### config.mk
export PLATFORM = sky130hd
export DESIGN_NAME = apb_master_param
export DESIGN_NICKNAME = d
export VERILOG_FILES = /design/src/rtl/apb_pkg.sv /design/src/rtl/apb_addr_decode.sv /design/src/rtl/apb_master_param.sv
export SDC_FILE = /design/constraint.sdc
export NUM_CORES = 1
export LEC_CHECK = 0
export CORE_UTILIZATION = 25
export CTS_CLUSTER_DIAMETER = 80
export DETAILED_ROUTE_END_ITERATION = 10
export GPL_ROUTABILITY_DRIVEN = 0
export GPL_TIMING_DRIVEN = 0
export MAX_ROUTING_LAYER = met4
export PLACE_DENSITY = 0.52
export RECOVER_POWER = 100
export SLEW_MARGIN = 15
export SYNTH_ARGS = -nofsm -noshare
export SYNTH_HDL_FRONTEND = slang
export SYNTH_SLANG_ARGS = --single-unit
### constraint.sdc
create_clock -name PCLK -period 1.54 [get_ports PCLK]
set_input_delay 0.231 -clock PCLK [delete_from_list [all_inputs] [get_ports PCLK]]
set_output_delay 0.231 -clock PCLK [all_outputs]
set_load 0.1 [all_outputs]
### src/rtl/apb_pkg.sv
// Shared types, default widths and a constant-evaluable clog2 for the APB requester.
package apb_pkg;

  typedef enum logic [1:0] {
    IDLE   = 2'b00,
    SETUP  = 2'b01,
    ACCESS = 2'b10
  } state_e;

  localparam int unsigned DEF_ADDR_W     = 32;
  localparam int unsigned DEF_DATA_W     = 32;
  localparam int unsigned DEF_NUM_SLAVES = 2;
  localparam int unsigned DEF_TIMEOUT    = 255;

  // Ceiling log2; clog2(0) and clog2(1) both return 0.
  function automatic int unsigned clog2(input int unsigned v);
    int unsigned r;
    r = 0;
    for (int i = 0; i < 32; i++) begin
      if ((64'd1 << i) < 64'(v)) r = unsigned'(i + 1);
    end
    return r;
  endfunction

endpackage

### src/rtl/apb_addr_decode.sv
// Slave index to one-hot PSEL pattern; flags indices with no attached slave.
module apb_addr_decode
  import apb_pkg::*;
#(
  parameter int unsigned NUM_SLAVES = DEF_NUM_SLAVES,
  parameter int unsigned SEL_BITS   = 1
) (
  input  logic [SEL_BITS-1:0]   idx,
  output logic [NUM_SLAVES-1:0] sel_onehot,
  output logic                  dec_err
);

  // Match the index against every populated slot; no match means decode error.
  always_comb begin
    sel_onehot = '0;
    dec_err    = 1'b1;
    for (int i = 0; i < NUM_SLAVES; i++) begin
      if (idx == SEL_BITS'(i)) begin
        sel_onehot[i] = 1'b1;
        dec_err       = 1'b0;
      end
    end
  end

endmodule

### src/rtl/apb_master_param.sv
// APB3/APB4 requester: single commands in, IDLE/SETUP/ACCESS on the bus,
// one-cycle response strobe out, with wait-state timeout and decode errors.
module apb_master_param
  import apb_pkg::*;
#(
  parameter int unsigned ADDR_W     = DEF_ADDR_W,
  parameter int unsigned DATA_W     = DEF_DATA_W,
  parameter int unsigned NUM_SLAVES = DEF_NUM_SLAVES,
  parameter int unsigned TIMEOUT    = DEF_TIMEOUT
) (
  input  logic                  PCLK,
  input  logic                  PRESETn,
  input  logic                  cmd_valid,
  output logic                  cmd_ready,
  input  logic                  cmd_write,
  input  logic [ADDR_W-1:0]     cmd_addr,
  input  logic [DATA_W-1:0]     cmd_wdata,
  input  logic [DATA_W/8-1:0]   cmd_strb,
  output logic                  rsp_valid,
  output logic [DATA_W-1:0]     rsp_rdata,
  output logic                  rsp_err,
  output logic [NUM_SLAVES-1:0] PSEL,
  output logic                  PENABLE,
  output logic [ADDR_W-1:0]     PADDR,
  output logic                  PWRITE,
  output logic [DATA_W-1:0]     PWDATA,
  output logic [DATA_W/8-1:0]   PSTRB,
  input  logic [DATA_W-1:0]     PRDATA,
  input  logic                  PREADY,
  input  logic                  PSLVERR
);

  localparam int unsigned STRB_W   = DATA_W / 8;
  localparam int unsigned SEL_BITS = (clog2(NUM_SLAVES) > 1) ? clog2(NUM_SLAVES) : 1;
  localparam int unsigned CNT_W    = (clog2(TIMEOUT + 1) > 1) ? clog2(TIMEOUT + 1) : 1;

  state_e                state_q,     state_d;
  logic                  cmd_ready_q, cmd_ready_d;
  logic [NUM_SLAVES-1:0] psel_q,      psel_d;
  logic                  penable_q,   penable_d;
  logic [ADDR_W-1:0]     paddr_q,     paddr_d;
  logic                  pwrite_q,    pwrite_d;
  logic [DATA_W-1:0]     pwdata_q,    pwdata_d;
  logic [STRB_W-1:0]     pstrb_q,     pstrb_d;
  logic                  rsp_valid_q, rsp_valid_d;
  logic [DATA_W-1:0]     rsp_rdata_q, rsp_rdata_d;
  logic                  rsp_err_q,   rsp_err_d;
  logic [CNT_W-1:0]      wait_cnt_q,  wait_cnt_d;

  logic [NUM_SLAVES-1:0] sel_onehot;
  logic                  dec_err;

  apb_addr_decode #(
    .NUM_SLAVES (NUM_SLAVES),
    .SEL_BITS   (SEL_BITS)
  ) u_decode (
    .idx        (cmd_addr[ADDR_W-1 -: SEL_BITS]),
    .sel_onehot (sel_onehot),
    .dec_err    (dec_err)
  );

  // Next-state and next-output logic; everything holds unless a transition says otherwise.
  always_comb begin
    state_d     = state_q;
    cmd_ready_d = cmd_ready_q;
    psel_d      = psel_q;
    penable_d   = penable_q;
    paddr_d     = paddr_q;
    pwrite_d    = pwrite_q;
    pwdata_d    = pwdata_q;
    pstrb_d     = pstrb_q;
    rsp_valid_d = 1'b0;
    rsp_rdata_d = rsp_rdata_q;
    rsp_err_d   = rsp_err_q;
    wait_cnt_d  = wait_cnt_q;

    unique case (state_q)
      IDLE: begin
        cmd_ready_d = 1'b1;
        if (cmd_valid && cmd_ready_q) begin
          cmd_ready_d = 1'b0;
          if (dec_err) begin
            // Unpopulated slot: answer straight away without touching the bus.
            rsp_valid_d = 1'b1;
            rsp_err_d   = 1'b1;
            rsp_rdata_d = '0;
          end else begin
            state_d   = SETUP;
            psel_d    = sel_onehot;
            penable_d = 1'b0;
            paddr_d   = cmd_addr;
            pwrite_d  = cmd_write;
            pwdata_d  = cmd_wdata;
            pstrb_d   = cmd_write ? cmd_strb : '0;
          end
        end
      end

      SETUP: begin
        state_d    = ACCESS;
        penable_d  = 1'b1;
        wait_cnt_d = '0;
      end

      ACCESS: begin
        // PREADY is checked first so a ready slave wins over a same-cycle timeout.
        if (PREADY) begin
          state_d     = IDLE;
          psel_d      = '0;
          penable_d   = 1'b0;
          cmd_ready_d = 1'b1;
          rsp_valid_d = 1'b1;
          rsp_err_d   = PSLVERR;
          rsp_rdata_d = (!pwrite_q && !PSLVERR) ? PRDATA : '0;
          wait_cnt_d  = '0;
        end else if (wait_cnt_q == CNT_W'(TIMEOUT - 1)) begin
          state_d     = IDLE;
          psel_d      = '0;
          penable_d   = 1'b0;
          cmd_ready_d = 1'b1;
          rsp_valid_d = 1'b1;
          rsp_err_d   = 1'b1;
          rsp_rdata_d = '0;
          wait_cnt_d  = '0;
        end else begin
          wait_cnt_d = wait_cnt_q + 1'b1;
        end
      end

      default: begin
        state_d     = IDLE;
        psel_d      = '0;
        penable_d   = 1'b0;
        cmd_ready_d = 1'b1;
        wait_cnt_d  = '0;
      end
    endcase
  end

  // State and output registers; reset drops the bus immediately.
  always_ff @(posedge PCLK or negedge PRESETn) begin
    if (!PRESETn) begin
      state_q     <= IDLE;
      cmd_ready_q <= 1'b1;
      psel_q      <= '0;
      penable_q   <= 1'b0;
      paddr_q     <= '0;
      pwrite_q    <= 1'b0;
      pwdata_q    <= '0;
      pstrb_q     <= '0;
      rsp_valid_q <= 1'b0;
      rsp_rdata_q <= '0;
      rsp_err_q   <= 1'b0;
      wait_cnt_q  <= '0;
    end else begin
      state_q     <= state_d;
      cmd_ready_q <= cmd_ready_d;
      psel_q      <= psel_d;
      penable_q   <= penable_d;
      paddr_q     <= paddr_d;
      pwrite_q    <= pwrite_d;
      pwdata_q    <= pwdata_d;
      pstrb_q     <= pstrb_d;
      rsp_valid_q <= rsp_valid_d;
      rsp_rdata_q <= rsp_rdata_d;
      rsp_err_q   <= rsp_err_d;
      wait_cnt_q  <= wait_cnt_d;
    end
  end

  assign cmd_ready = cmd_ready_q;
  assign PSEL      = psel_q;
  assign PENABLE   = penable_q;
  assign PADDR     = paddr_q;
  assign PWRITE    = pwrite_q;
  assign PWDATA    = pwdata_q;
  assign PSTRB     = pstrb_q;
  assign rsp_valid = rsp_valid_q;
  assign rsp_rdata = rsp_rdata_q;
  assign rsp_err   = rsp_err_q;

endmodule
# == Word-level counts from Yosys, hierarchy flattened ==
# Index checks and enable logic that the tools add are counted.
# totals
wordCells,57
mem_bits_ro,0
latchBits,0
mem_count,0
ramBits,0
ff_bits,117
# classes
mux,27
n_addsub,1
shifts,0
multipliers,0
bitwise,1
magnitude_cmp,0
n_eq_ne,5
div,0
reduce_logical,11
# op_table
cell,count
32-bit 2-to-1 mux,3
8-bit 2-to-1 mux,2
8-bit case mux with 2 select lines,1
1-bit 2-to-1 mux,12
2-bit case mux with 3 select lines,2
"8-bit by 1-bit adder with 8-bit output, second input constant",1
"8-bit equality test, second input constant",1
2-bit 2-to-1 mux,4
2-bit AND reduction,4
1-bit case mux with 3 select lines,2
4-bit 2-to-1 mux,1
"3-bit != test, second input constant",1
3-bit AND reduction,1
"2-bit by 1-bit equality test with 1-bit output, second input constant",1
"2-bit equality test, second input constant",1
1-bit logical AND,2
1-bit zero test,2
2-bit zero test,1
"2-bit != test, second input constant",1
2-bit nonzero test,1
1-bit NOT,1

# == Longest topological paths before layout ==
# depth
ltp_word,4
depth_mapped,8
depth_no_buf,7

# == Modules after synthesis ==
# A second synthesis with hierarchy kept.
# unflattened
hier_cells,324
area_unflattened_um2,4662.0
# by_module_without_submodules
mod,seq_area_each_um2,area_per_inst_um2,n_inst,cells_per_inst
apb_master_param,2929.1,4639.4,1,320
apb_addr_decode,0.0,22.5,1,4

# == Least setup slack after synthesis ==
# No wires, ideal clock.
# synth_timing
kind,reg-to-reg
from,register state_q[1]
to,register rsp_rdata_q[10] (netlist: rsp_rdata[10])
required_ns,1.471
path_buffers,2
path_slack_ns,-0.450
arrival_time_ns,1.921
setup_time_ns,0.069
period_less_slack_ns,1.990
stages_incl_launch_ff,7
path_cell_list,dfrtp_1 -> buf_4 -> nor2b_2 -> nand3b_1 -> nor2_4 -> buf_6 -> a22o_1
# synth_via
elab_chain_len,2
# synth_rtl
element,line_no,rtl
"start, declared",apb_master_param.sv:37,"state_e state_q, state_d;"
"start signal, assigned",apb_master_param.sv:156,state_q <= state_d;
2-bit equality test,apb_master_param.sv:77,unique case (state_q)
2-bit AND reduction (no line),-,
"end signal, assigned",apb_master_param.sv:165,rsp_rdata_q <= rsp_rdata_d;
"end, declared",apb_master_param.sv:46,"logic [DATA_W-1:0] rsp_rdata_q, rsp_rdata_d;"
# No other way between the ends.
# A chain may end at the register's enable or synchronous reset.

# == Final worst setup path ==
# layout_timing
from,register state_q[1]
to,register pwdata_q[12] (netlist: PWDATA[12])
# layout_via
elab_chain_len,2
# layout_rtl
element,line_no,rtl
2-bit zero test,apb_master_param.sv:77,
2-bit AND reduction (no line),-,
"end signal, assigned",apb_master_param.sv:162,pwdata_q <= pwdata_d;
"end, declared",apb_master_param.sv:43,"logic [DATA_W-1:0] pwdata_q, pwdata_d;"
# No other way between the ends.

==> results.md <==
- Worst Hold End: PWDATA[6]
- Total number of vias: between 3,000 and 4,000
- Core ar.: approximately 17,000 µm²
- Mapped cell area: 4507 µm²
- Commonest cells after routing, fill and taps aside: nand2_1, dfrtp_1, clkbuf_2, clkdlybuf4s50_1, a22o_1
- Gr usage total: about 15%
- CTS root buf: clkbuf_16
- Most common cell after layout, fill and taps aside: nand2_1
- DRT Wirelength: 13.28 mm
- Share of layout cells above drive strength 1: a little over a quarter
- Vias in the first global route: approximately 4,000
- Initial antenna violation count: 0
- Crit path arrival time: around 1800 ps
- Status: complete, no violations
- Antenna Cells: 0
- DRT Pass-1 Iters: 6
- Final hold vios: 0
- Syn Area/Cell: between 10 and 15 µm²
- Clk slew on worst S/H paths: about 60 ps
- Fin Clk Skew: 6.207 ps
- Max Slew Vio Count: 0
- IO Port Bufs: around 210
- Die height: approximately 140 µm
- Effective utilization at floorplan: roughly a quarter
- Area grow syn2layout: 59.94%
- Die width: 136.3 µm
- First-pass GRT wire length: 20.65 mm
- Post-synthesis sequential area ratio: 64.44%
- Largest buffer count on any clock path: 2
- Clock sinks: about 120
- Tmin final: 1518 ps
- H-tree levels: 4
- GR Overflow Total: 0
- RSZ-0062 raised after global routing: yes
- CP endpoint kind: flip-flop
- FF-to-FF Start: state_q[1]
- Fin crit share: a little over nine tenths
- Synth warnings: 0
- Synthesized Nets: around 540
- Iter 0 DRT Violations: around 140
- Max-cap violation count: 0
- CTS Buf Count: 17
- Hold WC Path Type: primary input to flip-flop
- DR DRC count: 0
- Least-Margin Pin Slew: around 800 ps
- Pin count of the biggest net entering global routing: just over 60
- Req. time, crit path: around 1800 ps
- IO Pins: 213
- Post-synthesis cell type count: 32
- WL per Instance: between 10 and 15 µm
- Max Fanout on Critical Path: 10
- Worst hold slack: about 350 ps
- Fin nets: 787
- #FFs+latches synth: roughly 120
- Fin Setup TNS: 0 ps
- Reg2reg path depth: 7
- Dpl hpwl: between 9 and 10 mm
- Reg2reg setup slack: between 20 and 25 ps
- WHS Path Cells: 3
- Via/cell ratio: 4.290
- Post-route ant nets: 0
- CTS tree: built
- Reg-to-Reg End: PWDATA[12]
- Final setup fails: 0
- # rows: 48
- Hold_sp: cmd_wdata[6]
- Die ar.: approximately 19,000 µm²
- Mapped Cells: 436
- Startpoint types: flip-flop
- Relative slew slack: a little under half
- Setup CP Type: flip-flop to flip-flop
- Fmax: 0.6589 GHz
- Worst skew pair latency: 410 ps
critical path: stages (launching register included):
cell and delay, ps:
dfrtp_4 480, buf_8 140, nor2_4 140, nand3_4 120, buf_4 180, clkbuf_2 190
nand2_1 110, nand2_1 60
stage by stage:
stage	setup WS, ps	cells	utilization (%)	area [µm²]
after detailed placement	-449.9	874	39.86	6965
after global placement	-5287	873	39.69	6937
after floorplan	-52.16	436	-	4533
final	22.27	917	41.24	7208
after global routing	-61.17	917	41.24	7208
after CTS	0.5583	913	41.02	7168
layout make-up:
class,count,area [µm²]
fill,1742,10270
sequential,116,2912
timing repair buffer,224,1707
multi-input combinational,293,1465
clock buffer,17,425.4
tap,225,281.5
clock inverter,15,206.4
buffer,21,183.9
inverter,6,27.53
layer usage:
| layer | track usage [%] | wire [µm] |
|---|---|---|
| met1 | 18.89 | 5989 |
| met2 | 22.98 | 6222 |
| met3 | 5.034 | 969 |
| met4 | 4.630 | 95 |
| met5 | - | 0 |
repair_timing:
action                                  in CTS  in global routing
hold buffers                                 1                  0
buffers inserted                             5                  3
pin swaps                                    4                 12
endpoints found under the setup margin     208                105
cloned                                       1                  1
hold endpoints to repair                    54                  0
resized for setup                          540                 31
registers in the layout, indices dropped and copies added, names as in the netlist:
name / count
state_q: 2
rsp_rdata: 32
rsp_valid: 1
PWDATA: 32
PSEL: 2
wait_cnt_q: 8
PADDR: 32
PSTRB: 4
cmd_ready: 1
rsp_err: 1
PWRITE: 1
cells by family (layout without fill, tap and decap cells):
logic type	after synthesis	after routing	share of synthesized area, %
AOI/OAI and AO/OA	54	54	9.245
and+or+nand+nor	232	232	20.88
muxes	3	3	0.6663
buffers and inverters	27	283	3.831
adders and majority gates	2	2	0.5552
xor gates and xnor gates	2	2	0.3887
DFF	116	116	64.44
cells in the mapped netlist (all sizes together):
cell	n	area, µm²
buf	15	127.6
nor3b	2	15.01
a2bb2oi	1	8.760
a22o	32	280.3
dfstp	1	26.28
ha	2	25.02
nand3b	1	7.510
inv	6	22.52
o21ai	11	62.56
o22ai	1	6.260
clkbuf	6	22.52
a21oi	4	20.02
xor2	1	8.760
a21o	2	15.01
and3	2	12.51
nand3	8	52.55
nand4	1	12.51
xnor2	1	8.760
nand2	207	777.0
o21a	2	15.01
or3	1	6.260
nor2	9	48.80
dfrtp	115	2878
o2111ai	1	8.760
nor2b	1	8.760
mux2i	3	30.03
worst max-delay path by stage:
stage	endpoint	startpoint	slack, ps
after floorplan	rsp_rdata[10]	state_q[1]	-50
after global placement	state_q[1]	PRESETn	-5290
after detailed placement	cmd_ready	cmd_ready	-450
after CTS	PADDR[3]	PADDR[3]	0.6
after global routing	rsp_rdata[17]	state_q[1]	-60
final	PWDATA[12]	state_q[1]	20
Power is not shown: default switching activity piles up to over one toggle a cycle in this logic, so the estimate is an artifact.
